File: src/rtl/sdram_port_arbiter_if.sv
// rtl/sdram_port_arbiter_if.sv - requester and SDRAM-side signal bundle for sdram_port_arbiter
interface sdram_port_arbiter_if #(
   parameter int NUM_REQ = 3
);
   logic [NUM_REQ-1:0]    req_read;
   logic [NUM_REQ-1:0]    req_write;
   logic [23*NUM_REQ-1:0] req_addr;
   logic [16*NUM_REQ-1:0] req_writedata;
   logic [NUM_REQ-1:0]    req_finished;
   logic                  req_error;
   logic [15:0]           req_readdata;
   logic                  sdram_read;
   logic                  sdram_write;
   logic [22:0]           sdram_addr;
   logic [15:0]           sdram_writedata;
   logic [15:0]           sdram_readdata;
   logic                  sdram_finished;
   logic                  sdram_refresh;
   logic [2:0]            grant_id;

   // arbiter side
   modport slave (
      input  req_read, req_write, req_addr, req_writedata, sdram_readdata, sdram_finished,
      output req_finished, req_error, req_readdata, sdram_read, sdram_write, sdram_addr,
             sdram_writedata, sdram_refresh, grant_id
   );

   // requesters plus SDRAM controller side
   modport master (
      output req_read, req_write, req_addr, req_writedata, sdram_readdata, sdram_finished,
      input  req_finished, req_error, req_readdata, sdram_read, sdram_write, sdram_addr,
             sdram_writedata, sdram_refresh, grant_id
   );
endinterface

File: src/rtl/sdram_port_arbiter.sv
// rtl/sdram_port_arbiter.sv - round-robin arbiter sharing one SDRAM controller port
module sdram_port_arbiter #(
   parameter int NUM_REQ = 3,
   parameter int TIMEOUT = 1023
) (
   input  logic                i_clk,
   input  logic                i_rst,
   sdram_port_arbiter_if.slave bus
);
   localparam int WD_W = (TIMEOUT > 1) ? $clog2(TIMEOUT) : 1;

   typedef enum logic [1:0] {
      S_IDLE,
      S_REFRESH,
      S_BUSY,
      S_DONE
   } state_t;

   state_t            r_state;
   state_t            w_next_state;

   logic [2:0]        r_last_owner;
   logic [2:0]        r_grant;
   logic              r_owner_valid;
   logic              r_op_write;
   logic [22:0]       r_addr;
   logic [15:0]       r_wdata;
   logic [15:0]       r_readdata;
   logic              r_error;
   logic [WD_W-1:0]   r_wd;

   logic [NUM_REQ-1:0] w_pending;
   logic               w_found;
   logic [2:0]         w_winner;
   logic [22:0]        w_sel_addr;
   logic [15:0]        w_sel_wdata;
   logic               w_sel_write;
   logic               w_timeout;
   logic               w_change;

   assign w_pending = bus.req_read | bus.req_write;
   assign w_change  = !r_owner_valid || (w_winner != r_last_owner);
   assign w_timeout = (TIMEOUT != 0) && (r_wd == WD_W'(TIMEOUT - 1)) && !bus.sdram_finished;

   // Round-robin search: first pending requester after the last owner, wrapping
   always_comb begin : rr_search
      logic [3:0] v_idx;
      w_found  = 1'b0;
      w_winner = '0;
      v_idx    = '0;
      for (int i = 1; i <= NUM_REQ; i++) begin
         v_idx = {1'b0, r_last_owner} + 4'(i);
         if (v_idx >= 4'(NUM_REQ)) begin
            v_idx = v_idx - 4'(NUM_REQ);
         end
         for (int j = 0; j < NUM_REQ; j++) begin
            if (!w_found && (v_idx == 4'(j)) && w_pending[j]) begin
               w_found  = 1'b1;
               w_winner = 3'(j);
            end
         end
      end
   end

   // Select the winner's address, data and operation (write wins over read)
   always_comb begin
      w_sel_addr  = '0;
      w_sel_wdata = '0;
      w_sel_write = 1'b0;
      for (int k = 0; k < NUM_REQ; k++) begin
         if (w_winner == 3'(k)) begin
            w_sel_addr  = bus.req_addr[23*k +: 23];
            w_sel_wdata = bus.req_writedata[16*k +: 16];
            w_sel_write = bus.req_write[k];
         end
      end
   end

   // State register
   always_ff @(posedge i_clk) begin
      if (!i_rst) begin
         r_state <= S_IDLE;
      end else begin
         r_state <= w_next_state;
      end
   end

   // Next-state logic; ownership change forces one refresh cycle before the command
   always_comb begin
      w_next_state = r_state;
      unique case (r_state)
         S_IDLE: begin
            if (w_found) begin
               w_next_state = w_change ? S_REFRESH : S_BUSY;
            end
         end
         S_REFRESH: w_next_state = S_BUSY;
         S_BUSY: begin
            if (bus.sdram_finished || w_timeout) begin
               w_next_state = S_DONE;
            end
         end
         S_DONE:  w_next_state = S_IDLE;
         default: w_next_state = S_IDLE;
      endcase
   end

   // Grant latching, result capture, ownership tracking and BUSY watchdog
   always_ff @(posedge i_clk) begin
      if (!i_rst) begin
         r_last_owner  <= 3'(NUM_REQ - 1);
         r_grant       <= '0;
         r_owner_valid <= 1'b0;
         r_op_write    <= 1'b0;
         r_addr        <= '0;
         r_wdata       <= '0;
         r_readdata    <= '0;
         r_error       <= 1'b0;
         r_wd          <= '0;
      end else begin
         r_wd <= '0;
         unique case (r_state)
            S_IDLE: begin
               if (w_found) begin
                  r_addr       <= w_sel_addr;
                  r_wdata      <= w_sel_wdata;
                  r_op_write   <= w_sel_write;
                  r_grant      <= w_winner;
                  r_last_owner <= w_winner;
               end
            end
            S_REFRESH: r_owner_valid <= 1'b1;
            S_BUSY: begin
               if (bus.sdram_finished) begin
                  r_readdata <= bus.sdram_readdata;
                  r_error    <= 1'b0;
               end else if (w_timeout) begin
                  r_readdata    <= '0;
                  r_error       <= 1'b1;
                  r_owner_valid <= 1'b0;
               end else begin
                  r_wd <= r_wd + 1'b1;
               end
            end
            default: ;
         endcase
      end
   end

   // One-hot completion pulse toward the current owner during DONE
   always_comb begin
      bus.req_finished = '0;
      for (int k = 0; k < NUM_REQ; k++) begin
         bus.req_finished[k] = (r_state == S_DONE) && (r_grant == 3'(k));
      end
   end

   assign bus.sdram_read      = (r_state == S_BUSY) && !r_op_write;
   assign bus.sdram_write     = (r_state == S_BUSY) && r_op_write;
   assign bus.sdram_refresh   = (r_state == S_REFRESH);
   assign bus.sdram_addr      = r_addr;
   assign bus.sdram_writedata = r_wdata;
   assign bus.req_readdata    = r_readdata;
   assign bus.req_error       = r_error;
   assign bus.grant_id        = r_grant;
endmodule
File: src/flat_wrapper.sv
// flat-port wrapper written by rule: the top's interface ports become plain ports
module sdram_port_arbiter_flat 
#(
   parameter int NUM_REQ = 3,
   parameter int TIMEOUT = 1023
)
  (i_clk, i_rst, bus_req_read, bus_req_write, bus_req_addr, bus_req_writedata, bus_sdram_readdata, bus_sdram_finished, bus_req_finished, bus_req_error, bus_req_readdata, bus_sdram_read, bus_sdram_write, bus_sdram_addr, bus_sdram_writedata, bus_sdram_refresh, bus_grant_id);
  sdram_port_arbiter_if #(.NUM_REQ(NUM_REQ)) bus_i ();
  input  logic i_clk;
  input  logic i_rst;
  input wire logic [$bits(bus_i.req_read)-1:0] bus_req_read;
  input wire logic [$bits(bus_i.req_write)-1:0] bus_req_write;
  input wire logic [$bits(bus_i.req_addr)-1:0] bus_req_addr;
  input wire logic [$bits(bus_i.req_writedata)-1:0] bus_req_writedata;
  input wire logic [$bits(bus_i.sdram_readdata)-1:0] bus_sdram_readdata;
  input wire logic [$bits(bus_i.sdram_finished)-1:0] bus_sdram_finished;
  output wire logic [$bits(bus_i.req_finished)-1:0] bus_req_finished;
  output wire logic [$bits(bus_i.req_error)-1:0] bus_req_error;
  output wire logic [$bits(bus_i.req_readdata)-1:0] bus_req_readdata;
  output wire logic [$bits(bus_i.sdram_read)-1:0] bus_sdram_read;
  output wire logic [$bits(bus_i.sdram_write)-1:0] bus_sdram_write;
  output wire logic [$bits(bus_i.sdram_addr)-1:0] bus_sdram_addr;
  output wire logic [$bits(bus_i.sdram_writedata)-1:0] bus_sdram_writedata;
  output wire logic [$bits(bus_i.sdram_refresh)-1:0] bus_sdram_refresh;
  output wire logic [$bits(bus_i.grant_id)-1:0] bus_grant_id;
  assign bus_i.req_read = bus_req_read;
  assign bus_i.req_write = bus_req_write;
  assign bus_i.req_addr = bus_req_addr;
  assign bus_i.req_writedata = bus_req_writedata;
  assign bus_i.sdram_readdata = bus_sdram_readdata;
  assign bus_i.sdram_finished = bus_sdram_finished;
  assign bus_req_finished = bus_i.req_finished;
  assign bus_req_error = bus_i.req_error;
  assign bus_req_readdata = bus_i.req_readdata;
  assign bus_sdram_read = bus_i.sdram_read;
  assign bus_sdram_write = bus_i.sdram_write;
  assign bus_sdram_addr = bus_i.sdram_addr;
  assign bus_sdram_writedata = bus_i.sdram_writedata;
  assign bus_sdram_refresh = bus_i.sdram_refresh;
  assign bus_grant_id = bus_i.grant_id;
  sdram_port_arbiter #(.NUM_REQ(NUM_REQ), .TIMEOUT(TIMEOUT)) u_core (.i_clk(i_clk), .i_rst(i_rst), .bus(bus_i));
endmodule
File: config.mk
export PLATFORM = sky130hd
export DESIGN_NAME = sdram_port_arbiter_flat
export DESIGN_NICKNAME = d
export VERILOG_FILES = /design/src/rtl/sdram_port_arbiter_if.sv /design/src/rtl/sdram_port_arbiter.sv /design/src/flat_wrapper.sv
export SDC_FILE = /design/constraint.sdc
export NUM_CORES = 1
export LEC_CHECK = 0
export CORE_MARGIN = 3
export CORE_UTILIZATION = 36
export CTS_CLUSTER_DIAMETER = 30
export DETAILED_ROUTE_END_ITERATION = 7
export PLACE_DENSITY = 0.77
export SLEW_MARGIN = 30
export SYNTH_ARGS = -nofsm -noshare
export SYNTH_HDL_FRONTEND = slang
export SYNTH_SLANG_ARGS = --single-unit
File: constraint.sdc
create_clock -name i_clk -period 2.05 [get_ports i_clk]
set_input_delay 0.41 -clock i_clk [delete_from_list [all_inputs] [get_ports i_clk]]
set_output_delay 0.41 -clock i_clk [all_outputs]
set_load 0.03 [all_outputs]
==> flow_summary.json <==
{
  "ios": 207,
  "wirelength_met1_um": 5877,
  "async_flop_share": 0,
  "synth-seq-area-share": 0.3673,
  "clkLatencyLatePin_ns": 0.36,
  "n_antenna_cell": 0,
  "clock_path_buffers": 2,
  "wl_um": 14460,
  "relSlewSlack": 0.5899,
  "cts_root_buffer": "clkbuf_8",
  "hpwl_um": 10400,
  "wl_met2_um": 7282,
  "hold-path-cell-count": 2,
  "synth_edf_count": 0,
  "status": "complete, but fails checks",
  "start_kind": "register",
  "arrival_ns": 2.32,
  "initial_utilization": 0.3770,
  "violations": "negative setup slack",
  "nets": 826,
  "area_growth_pct": 70.06,
  "hold_class": "in -> reg",
  "gp_congestion": 0.9506,
  "avgRoutedWirePerCell_um": 17.76,
  "period_share": 1.006,
  "core_area_sq_um": 10560,
  "p_leak_nw": 2.434,
  "n_fill_cell": 858,
  "max_freq_ghz": 0.4847,
  "dieArea_sq_um": 12350,
  "final_max_slew_viol_count": 0,
  "multi_input_area_sq_um": 2420,
  "yosysUniqueCellTypes": 48,
  "finalHoldViolCount": 0,
  "rr_worst_depth": 9,
  "grt_max_degree": 29,
  "ant_nets": 0,
  "num_vias": 4328,
  "die_y_um": 111.1,
  "critical_path_class": "reg -> reg",
  "power_w": 0.008843,
  "fp.dieW_um": 111.1,
  "layout-drive-gt1-share": 0.1814,
  "rsz0062_at_grt": "true",
  "finalCriticalPeriod_ns": 2.063,
  "ys.flop_type": "dfxtp_1",
  "cts_buffers": 9,
  "seqCellArea_sq_um": 1469,
  "critPathCaptureType": "register",
  "drt-vias-per-instance": 5.317,
  "ys_ff_latch": 73,
  "firstDrtPassIters": 6,
  "io_buffers": 205,
  "yosys_warnings": 0,
  "top_layer": "met4",
  "fp-row-count": 37,
  "place_worst_setup_slack_ns": -0.2394,
  "syn_area_sq_um": 3979,
  "tritoncts": "yes",
  "setup_viol": 2,
  "drc": 0,
  "wl_met3_um": 1042,
  "cts_hold_buf": 0,
  "grt_pass1_vias": 4417,
  "global_route.overflow_total": 0,
  "clk_pin_slew_ns": 0.10,
  "clock-sinks": 73,
  "antenna_found_initial": 0,
  "syn_nets": 601,
  "path_max_fanout": 7,
  "power.density_nw_per_um2": 1307,
  "cap_violations": 0,
  "h-tree-depth": 3,
  "synth.avg_cell_area_sq_um": 8.881,
  "setup_ws_ns": -0.01314,
  "peakVddDrop_mv": 0.7589,
  "drtIter0Drc": 383,
  "worst_pin_slew_ns": 0.6151,
  "finClkSkew_ns": 0.01487,
  "required_ns": 2.30,
  "grtUsageTotal": 0.2179,
  "grt_pass1_wl_um": 22340,
  "syn_inst": 448
}
[cells by family (layout without fill, tap and decap cells)]
logic type	count (synthesis)	count (layout)	share of synthesized area
flops	73	73	0.3673
fa+ha+maj	11	11	0.03459
buf+inv	45	275	0.06981
simple gates	161	161	0.1925
compound gates	146	146	0.3104
mux	1	1	0.002516
xor+xnor	10	10	0.02201
other cells	1	1	0.0009425
[path summary, 6_finish.rpt]
path / from / end / slack [ns]
worst min-delay path: i_rst / u_core.r_last_owner[1] / 0.37
worst max-delay path: u_core.r_last_owner[1] / u_core.bus.sdram_writedata[4] / -0.01
worst max register to register: u_core.r_last_owner[1] / u_core.bus.sdram_writedata[4] / -0.01
worst min register to register: u_core.bus.sdram_addr[10] / u_core.bus.sdram_addr[10] / 0.48
[registers in the layout (all words and copies together) (netlist names)]
name	count
u_core.r_state	2
u_core.r_owner_valid	1
u_core.bus.sdram_addr	23
u_core.bus.sdram_writedata	16
u_core.r_last_owner	1
u_core.r_op_write	1
u_core.bus.grant_id	2
u_core.r_wd	10
u_core.bus.req_readdata	16
u_core.bus.req_error	1
[synth_stat cells, drive strengths merged (2+ instances only)]
cell,instances,area [sq um]
nand2,77,289.0
dfxtp,73,1461
o21ai,63,315.3
nor2,32,143.9
nor2b,28,175.2
a41oi,27,311.5
buf,23,193.9
a22oi,19,142.6
clkbuf,13,50.04
a211oi,11,132.6
ha,11,137.6
o32ai,11,171.4
inv,9,33.78
a31oi,5,46.29
nor3b,5,37.54
xnor2,5,43.79
xor2,5,43.79
and2b,4,30.03
a21oi,3,15.01
nand3,3,15.01
nand4,3,18.77
and2,2,12.51
and3,2,12.51
nor3,2,10.01
[per-stage QoR]
step                      instance area, sq um    util  setup TNS [ns]  cells  hold WS, ns
final                                     6766  0.6411        -0.01433    814       0.3676
after global routing                      6766  0.6411          -1.033    814       0.4008
after floorplan                           3994       -               0    448       0.4374
after global placement                    6285  0.5954          -4.662    787       0.4526
after CTS                                 6505  0.6163               0    805       0.3528
after detailed placement                  6285  0.5954          -7.737    787       0.4691
[cell type report]
| class | count | share of cell area |
|---|---|---|
| Timing Repair Buffer | 250 | 0.3659 |
| Inverter | 9 | 0.006102 |
| Tap cell | 136 | 0.02515 |
| Clock buffer | 9 | 0.01831 |
| Multi-Input combinational cell | 330 | 0.3576 |
| Sequential cell | 73 | 0.2171 |
| Clock inverter | 7 | 0.009800 |
[layer usage]
metal	track usage	vias to the layer above
met5	0	-
met4	0.05191	0
met3	0.05786	18
met2	0.3847	210
met1	0.2640	2048
li1	-	2052
[where the power goes]
part	switching [W]	internal [W]	leakage (nW)
Clock	0.000648	0.000478	0.0995
Sequential	0.000213	0.00179	0.600
Combinational	0.00312	0.00259	1.73
Total	0.00398	0.00486	2.43
[cells in the final DEF (no fill, tap or decap), types with 4 or more instances in the layout]
master,count
a211oi_2,9
a22oi_1,18
a41oi_1,12
a41oi_2,15
and2b_1,4
buf_12,5
buf_4,32
buf_6,6
clkbuf_2,4
clkbuf_8,9
clkdlybuf4s50_1,197
dfxtp_1,71
ha_1,8
inv_1,7
inv_6,6
nand2_1,76
nor2_1,30
nor2b_1,28
nor3b_1,4
o21ai_0,38
o21ai_1,25
o32ai_2,6
o32ai_4,4
xnor2_1,5
xor2_1,5
[what timing repair did]
| action | 4_1_cts | 5_1_grt |
|---|---|---|
| gates resized for setup | 13 | 67 |
| cloned | 0 | 1 |
| pin swaps | 1 | 20 |
| endpoints found under the setup margin | 44 | 51 |
| setup buffers | 2 | 8 |
[critical path, cell delays in order (launching register included)]
cell	delay (ns)
dfxtp_4	0.37
buf_6	0.12
ha_4	0.16
o22ai_4	0.19
o221ai_2	0.14
a31oi_4	0.20
buf_6	0.16
and2b_1	0.19
a211oi_2	0.28
o32ai_4	0.13
No activity file was read; power rests on OpenSTA's default activity.
